`config.mk`:
```
export PLATFORM = sky130hd
export DESIGN_NAME = uart_echo_host
export DESIGN_NICKNAME = d
export VERILOG_FILES = /design/src/rtl/uart_echo_host.sv
export SDC_FILE = /design/constraint.sdc
export NUM_CORES = 1
export LEC_CHECK = 0
export CAP_MARGIN = 40
export CORE_UTILIZATION = 54
export DETAILED_ROUTE_END_ITERATION = 16
export GPL_ROUTABILITY_DRIVEN = 1
export PLACE_DENSITY_LB_ADDON = 0.15
export SYNTH_ARGS = -nofsm -noshare
export SYNTH_HDL_FRONTEND = slang
export SYNTH_SLANG_ARGS = --single-unit
```
`constraint.sdc`:
```
create_clock -name sysclk -period 2.9 [get_ports sysclk]
set_clock_uncertainty 0.15 [all_clocks]
set_input_delay 0.58 -clock sysclk [delete_from_list [all_inputs] [get_ports sysclk]]
set_output_delay 0.58 -clock sysclk [all_outputs]
set_load 0.02 [all_outputs]
```
`src/rtl/uart_echo_host.sv`:
```
// UART echo-link initiator: sends one 8N1 byte, waits for the echoed reply,
// and checks it against the responder's transform rule.
`timescale 1ns/1ps
module uart_echo_host #(
    parameter int CLK_DIV      = 326,
    parameter int TIMEOUT_BITS = 32
) (
    input  logic       sysclk,
    input  logic       reset,
    input  logic       start,
    input  logic [7:0] tx_byte,
    input  logic       rxd,
    output logic       txd,
    output logic       busy,
    output logic       done,
    output logic [7:0] rx_byte,
    output logic       match,
    output logic       timeout,
    output logic       frame_err
);
    localparam int TOUT = TIMEOUT_BITS * 16;
    localparam int TW   = $clog2(TOUT + 1);

    typedef enum logic [2:0] {IDLE, TX, WAIT, RX_START, RX_DATA, RX_STOP, DONE} state_t;
    state_t state, state_nxt;

    logic [15:0]   div_cnt;
    logic          tick;
    logic          rx_s1, rx_s2, rx_d, fall;
    logic [9:0]    frame;
    logic          tx_active;
    logic [3:0]    tcnt, bidx, rcnt;
    logic [2:0]    bcnt;
    logic [TW-1:0] tout_cnt;
    logic [7:0]    rx_sh, expected, pend_byte, acc_byte;
    logic          pend, accept, tx_end, tout_end, rx_mid, rx_full;

    assign tick = (div_cnt == 16'(CLK_DIV - 1));

    always_ff @(posedge sysclk or negedge reset) begin
        if (!reset)    div_cnt <= '0;
        else if (tick) div_cnt <= '0;
        else           div_cnt <= div_cnt + 16'd1;
    end

    always_ff @(posedge sysclk or negedge reset) begin
        if (!reset) begin
            rx_s1 <= 1'b1;
            rx_s2 <= 1'b1;
            rx_d  <= 1'b1;
        end else begin
            rx_s1 <= rxd;
            rx_s2 <= rx_s1;
            rx_d  <= rx_s2;
        end
    end
    assign fall = rx_d & ~rx_s2;

    // A start landing in the done cycle is held and taken once back in IDLE.
    assign accept   = (state == IDLE) && (start || pend);
    assign acc_byte = start ? tx_byte : pend_byte;
    assign tx_end   = tick && tx_active && (tcnt == 4'd15) && (bidx == 4'd9);
    assign tout_end = tick && (tout_cnt == TW'(1));
    assign rx_mid   = tick && (rcnt == 4'd7);
    assign rx_full  = tick && (rcnt == 4'd15);

    always_ff @(posedge sysclk or negedge reset) begin
        if (!reset) state <= IDLE;
        else        state <= state_nxt;
    end

    always_comb begin
        state_nxt = state;
        case (state)
            IDLE:     if (accept) state_nxt = TX;
            TX:       if (tx_end) state_nxt = WAIT;
            WAIT:     if (fall) state_nxt = RX_START;
                      else if (tout_end) state_nxt = DONE;
            RX_START: if (rx_mid) state_nxt = rx_s2 ? WAIT : RX_DATA;
            RX_DATA:  if (rx_full && bcnt == 3'd7) state_nxt = RX_STOP;
            RX_STOP:  if (rx_full) state_nxt = DONE;
            DONE:     state_nxt = IDLE;
            default:  state_nxt = IDLE;
        endcase
    end

    always_ff @(posedge sysclk or negedge reset) begin
        if (!reset) begin
            txd       <= 1'b1;
            frame     <= '1;
            tx_active <= 1'b0;
            tcnt      <= '0;
            bidx      <= '0;
            tout_cnt  <= '0;
            rcnt      <= '0;
            bcnt      <= '0;
            rx_sh     <= '0;
            expected  <= '0;
            pend      <= 1'b0;
            pend_byte <= '0;
            rx_byte   <= '0;
            match     <= 1'b0;
            timeout   <= 1'b0;
            frame_err <= 1'b0;
        end else begin
            if (state == DONE && start) begin
                pend      <= 1'b1;
                pend_byte <= tx_byte;
            end
            case (state)
                IDLE: if (accept) begin
                    pend      <= 1'b0;
                    frame     <= {1'b1, acc_byte, 1'b0};
                    expected  <= acc_byte[7] ? (~acc_byte | 8'h80) : acc_byte;
                    tx_active <= 1'b0;
                    match     <= 1'b0;
                    timeout   <= 1'b0;
                    frame_err <= 1'b0;
                end
                TX: if (tick) begin
                    if (!tx_active) begin
                        tx_active <= 1'b1;
                        txd       <= frame[0];
                        tcnt      <= '0;
                        bidx      <= '0;
                    end else if (tcnt == 4'd15) begin
                        tcnt <= '0;
                        if (bidx == 4'd9) begin
                            tx_active <= 1'b0;
                            tout_cnt  <= TW'(TOUT);
                        end else begin
                            bidx  <= bidx + 4'd1;
                            txd   <= frame[1];
                            frame <= {1'b1, frame[9:1]};
                        end
                    end else begin
                        tcnt <= tcnt + 4'd1;
                    end
                end
                // Counter is only touched here, so it stays frozen while RX_START vets an edge.
                WAIT: if (fall) begin
                    rcnt <= '0;
                end else if (tick) begin
                    tout_cnt <= tout_cnt - TW'(1);
                    if (tout_end) timeout <= 1'b1;
                end
                RX_START: if (tick) begin
                    rcnt <= rx_mid ? 4'd0 : rcnt + 4'd1;
                    bcnt <= '0;
                end
                RX_DATA: if (tick) begin
                    rcnt <= rcnt + 4'd1;
                    if (rx_full) begin
                        rx_sh <= {rx_s2, rx_sh[7:1]};
                        bcnt  <= bcnt + 3'd1;
                    end
                end
                RX_STOP: if (tick) begin
                    rcnt <= rcnt + 4'd1;
                    if (rx_full) begin
                        rx_byte   <= rx_sh;
                        frame_err <= ~rx_s2;
                        match     <= (rx_sh == expected) && rx_s2;
                    end
                end
                default: ;
            endcase
        end
    end

    assign busy = (state != IDLE) && (state != DONE);
    assign done = (state == DONE);
endmodule
```
==> reports/metrics.cfg, run 1 <==
[pwr]
ir_drop_mv = 0.2878
powerDensity_nw_per_um2 = 413.2
cellLeakagePower_nw = 2.375

[cts]
clk_root_buffer_cell = clkbuf_8
cts_buffers = 9
worstSkewPairLatency_ns = 0.36
cts_tree = yes
clock_sinks = 94
h-tree-depth = 3
ctsHoldBuffers = 0
cts.clk_slew.worst_paths_ns = 0.10
clock_path_buffers = 2

[route]
avgRoutedWirePerCell_um = 15.97
m1WireLength_um = 4107
route.detailed.drc = 0
first_pass_iters = 4
drt_wl_total_um = 9073
met3_length_um = 238
dr_wl_met2_um = 4452
drtIter0Drc = 123
via_per_inst = 5.783
routed.top_layer = met4
vias = 3285
postRouteAntennaNets = 0

[floorplanning]
io_pins = 26
dieArea_um2 = 9004
die_w_um = 94.89
fp.dieH_um = 94.89
start_util_pct = 56.14
std_cell_rows = 33
fp.coreArea_um2 = 8299

[worst_setup_path]
cp_num_buf_inv = 0
crit_top_cell = or4_4
start_kind = flop
crit_required_ns = 3.00
path_class = reg2reg
arrival_ns = 2.87
endpoint_kind = flop
crit_path_top_delay_cell = or4_4
max_stage_delay_ns = 0.63
crit_family = simple AND/OR/NAND/NOR gates
cp_max_fo = 10
cp_cell_sequence = or4_4, or4_4, nor3_4, mux2_2

[layout]
drive_gt1_share_pct = 19.44
nets = 480
fill_cells = 659
multi_input_area_um2 = 2195
diodes = 0
register_area_um2 = 2370
area_delta_synth_final_pct = 13.32

[sta]
relSlewSlack_pct = 59.76
setup_ws_ns = 0.1235
tightest_slew_ns = 0.5973
setup-tns-final_ns = 0
final-hold-violation-count = 0
slew_viol_final = 0
max_clock_freq_mhz = 360.2
period_share_pct = 95.74
finalCriticalPeriod_ns = 2.776
finalSetupViolCount = 0
rsz0062_at_grt = false

[synthesis]
synth_fa_ha_area_share_pct = 2.685
ys_warn_count = 0
syn_area_um2 = 4659
synth-xor-area-share_pct = 6.767
yosys.area_share.simple_pct = 16.54
yosys-top-cells-area = dfrtp_1, mux2_2, dfstp_2, xnor2_1, o21ai_0
yosys_register_bits = 94
synth_top_area_share_pct = 43.50
synth_mux_area_share_pct = 10.77
yosys-top-cells-count = dfrtp_1, nand2_1, o21ai_0, mux2_2, xnor2_1
yosys_most_used_dff = dfrtp_1
avgSynthCellArea_um2 = 11.09
async_reset_ff_share_pct = 100.0
synth-edff-count = 0
synth_top_family_by_area = simple AND/OR/NAND/NOR gates
synth_top_cell_by_area = dfrtp_1
syn_nets = 442
synth_compound_area_share_pct = 10.28
yosysUniqueCellTypes = 55
ys_seq_area_share_pct = 50.83
synth_most_common_cell = dfrtp_1
syn-instance-count = 420

[outcome]
run_status = completed

[place]
dpl_worst_slack_ns = 0.1386
hpwl_um = 6540
portBuffers = 25
gp_congestion = 0.8189

[global_routing]
grt_pass1_vias = 3335
grt-ovfl-total = 0
track_usage_pct = 22.33
grt_first_pass_wirelength_um = 15450
grt_max_degree = 53
grt_antenna_before_repair = 0

[min_path]
min_path_type = in2async

[job]
drv_cap = 0

repair_timing:
action                                  CTS  global route
buffers inserted                          0             0
endpoints found under the setup margin    0             1
resized for setup                         0             2
endpoints found under the hold margin     0             0
flip-flops by register name, summed over array words and instances (netlist names), 3 cells and up:
| register | count |
|---|---|
| rx_sh | 8 |
| tout_cnt | 10 |
| div_cnt | 16 |
| state | 3 |
| bidx | 4 |
| rcnt | 4 |
| bcnt | 3 |
| frame | 9 |
| expected | 8 |
| tcnt | 4 |
| pend_byte | 8 |
| rx_byte | 8 |
path summary, 6_finish.rpt:
path                            cells past startpoint           to  slack (ns)  startpoint
worst max register to register                      4     rx_sh[5]        0.12  div_cnt[4]
min in group sysclk                                 0        rx_s2        0.21       rx_s1
worst min register to register                      0        rx_s2        0.21       rx_s1
worst min-delay path                                1  tout_cnt[5]        0.05       reset
max in group asynchronous                           2        rx_s1        1.85       reset
worst max-delay path                                4     rx_sh[5]        0.12  div_cnt[4]
power breakdown:
| part | switching (W) | internal, W | leakage (nW) | total, W |
|---|---|---|---|---|
| clock network | 0.000471 | 0.000322 | 0.0845 | 0.000793 |
| logic | 0.0000438 | 0.0000288 | 1.05 | 0.0000726 |
| registers | 0.00000229 | 0.00131 | 1.24 | 0.00132 |
stage by stage:
step / util [%] / area (µm²) / cells / hold slack, ns / power [W]
final: 63.62 / 5280 / 568 / 0.05306 / 0.002182
after global routing: 63.62 / 5280 / 568 / 0.09534 / 0.002266
after CTS: 63.58 / 5276 / 568 / 0.07578 / 0.002203
after detailed placement: 61.48 / 5102 / 552 / 0.2001 / 0.001417
after global placement: 61.48 / 5102 / 552 / 0.1968 / 0.001417
after floorplan: - / 4659 / 420 / 0.1344 / 0.001363
placed cells by master, fill, tap and decap left out, types with 2 or more instances in the layout:
master	netlist	final
a21o_1	5	5
a21oi_1	6	6
a22o_1	5	5
and2_1	3	3
and3_1	5	5
and4_1	3	3
buf_4	1	15
clkbuf_1	8	2
clkbuf_8	0	9
clkdlybuf4s50_1	0	24
clkinv_4	0	2
dfrtp_1	81	80
dfstp_2	13	13
ha_1	10	10
inv_1	10	10
inv_6	0	2
mux2_2	32	32
mux2i_1	13	13
nand2_1	41	41
nand2b_1	6	6
nand3_1	14	14
nand4_1	11	11
nand4b_1	4	4
nor2_1	23	23
nor2b_1	4	3
nor3_1	6	6
nor3_4	2	2
nor4_1	4	4
o211ai_1	3	3
o21ai_0	34	34
o21bai_1	2	2
o31ai_1	5	5
or3_1	3	3
or3b_2	2	2
or4_4	2	2
xnor2_1	24	24
xor2_1	12	12
layer usage:
layer | global-route usage [%] | vias up
met5 | 0 | -
met3 | 3.140 | 20
met1 | 28.03 | 1621
li1 | - | 1588
met4 | 11.11 | 0
met2 | 37.65 | 56
layout make-up:
type,count,area share [%]
well taps,105,2.488
inverters,10,0.7109
clock buffers,11,2.488
repair buffers,40,7.062
flip-flops and latches,94,44.88
multi-input cells,303,41.56
clock inverters,5,0.8057
cell families (layout without fill, tap and decap cells):
logic type | after synthesis | in the layout
flip-flops | 94 | 94
AO/OA/AOI/OAI | 72 | 72
buffers and inverters | 23 | 66
multiplexers | 46 | 46
AND/OR/NAND/NOR | 139 | 139
adder cells (fa/ha/maj) | 10 | 10
XOR/XNOR | 36 | 36
No activity file was read; power rests on OpenSTA's default activity.
==> run 2: changes to the inputs <==
Settings changed: SLEW_MARGIN set to 20.
==> results of run 2 <==
The final DEF is identical to that of run 1; final timing and power are the same.
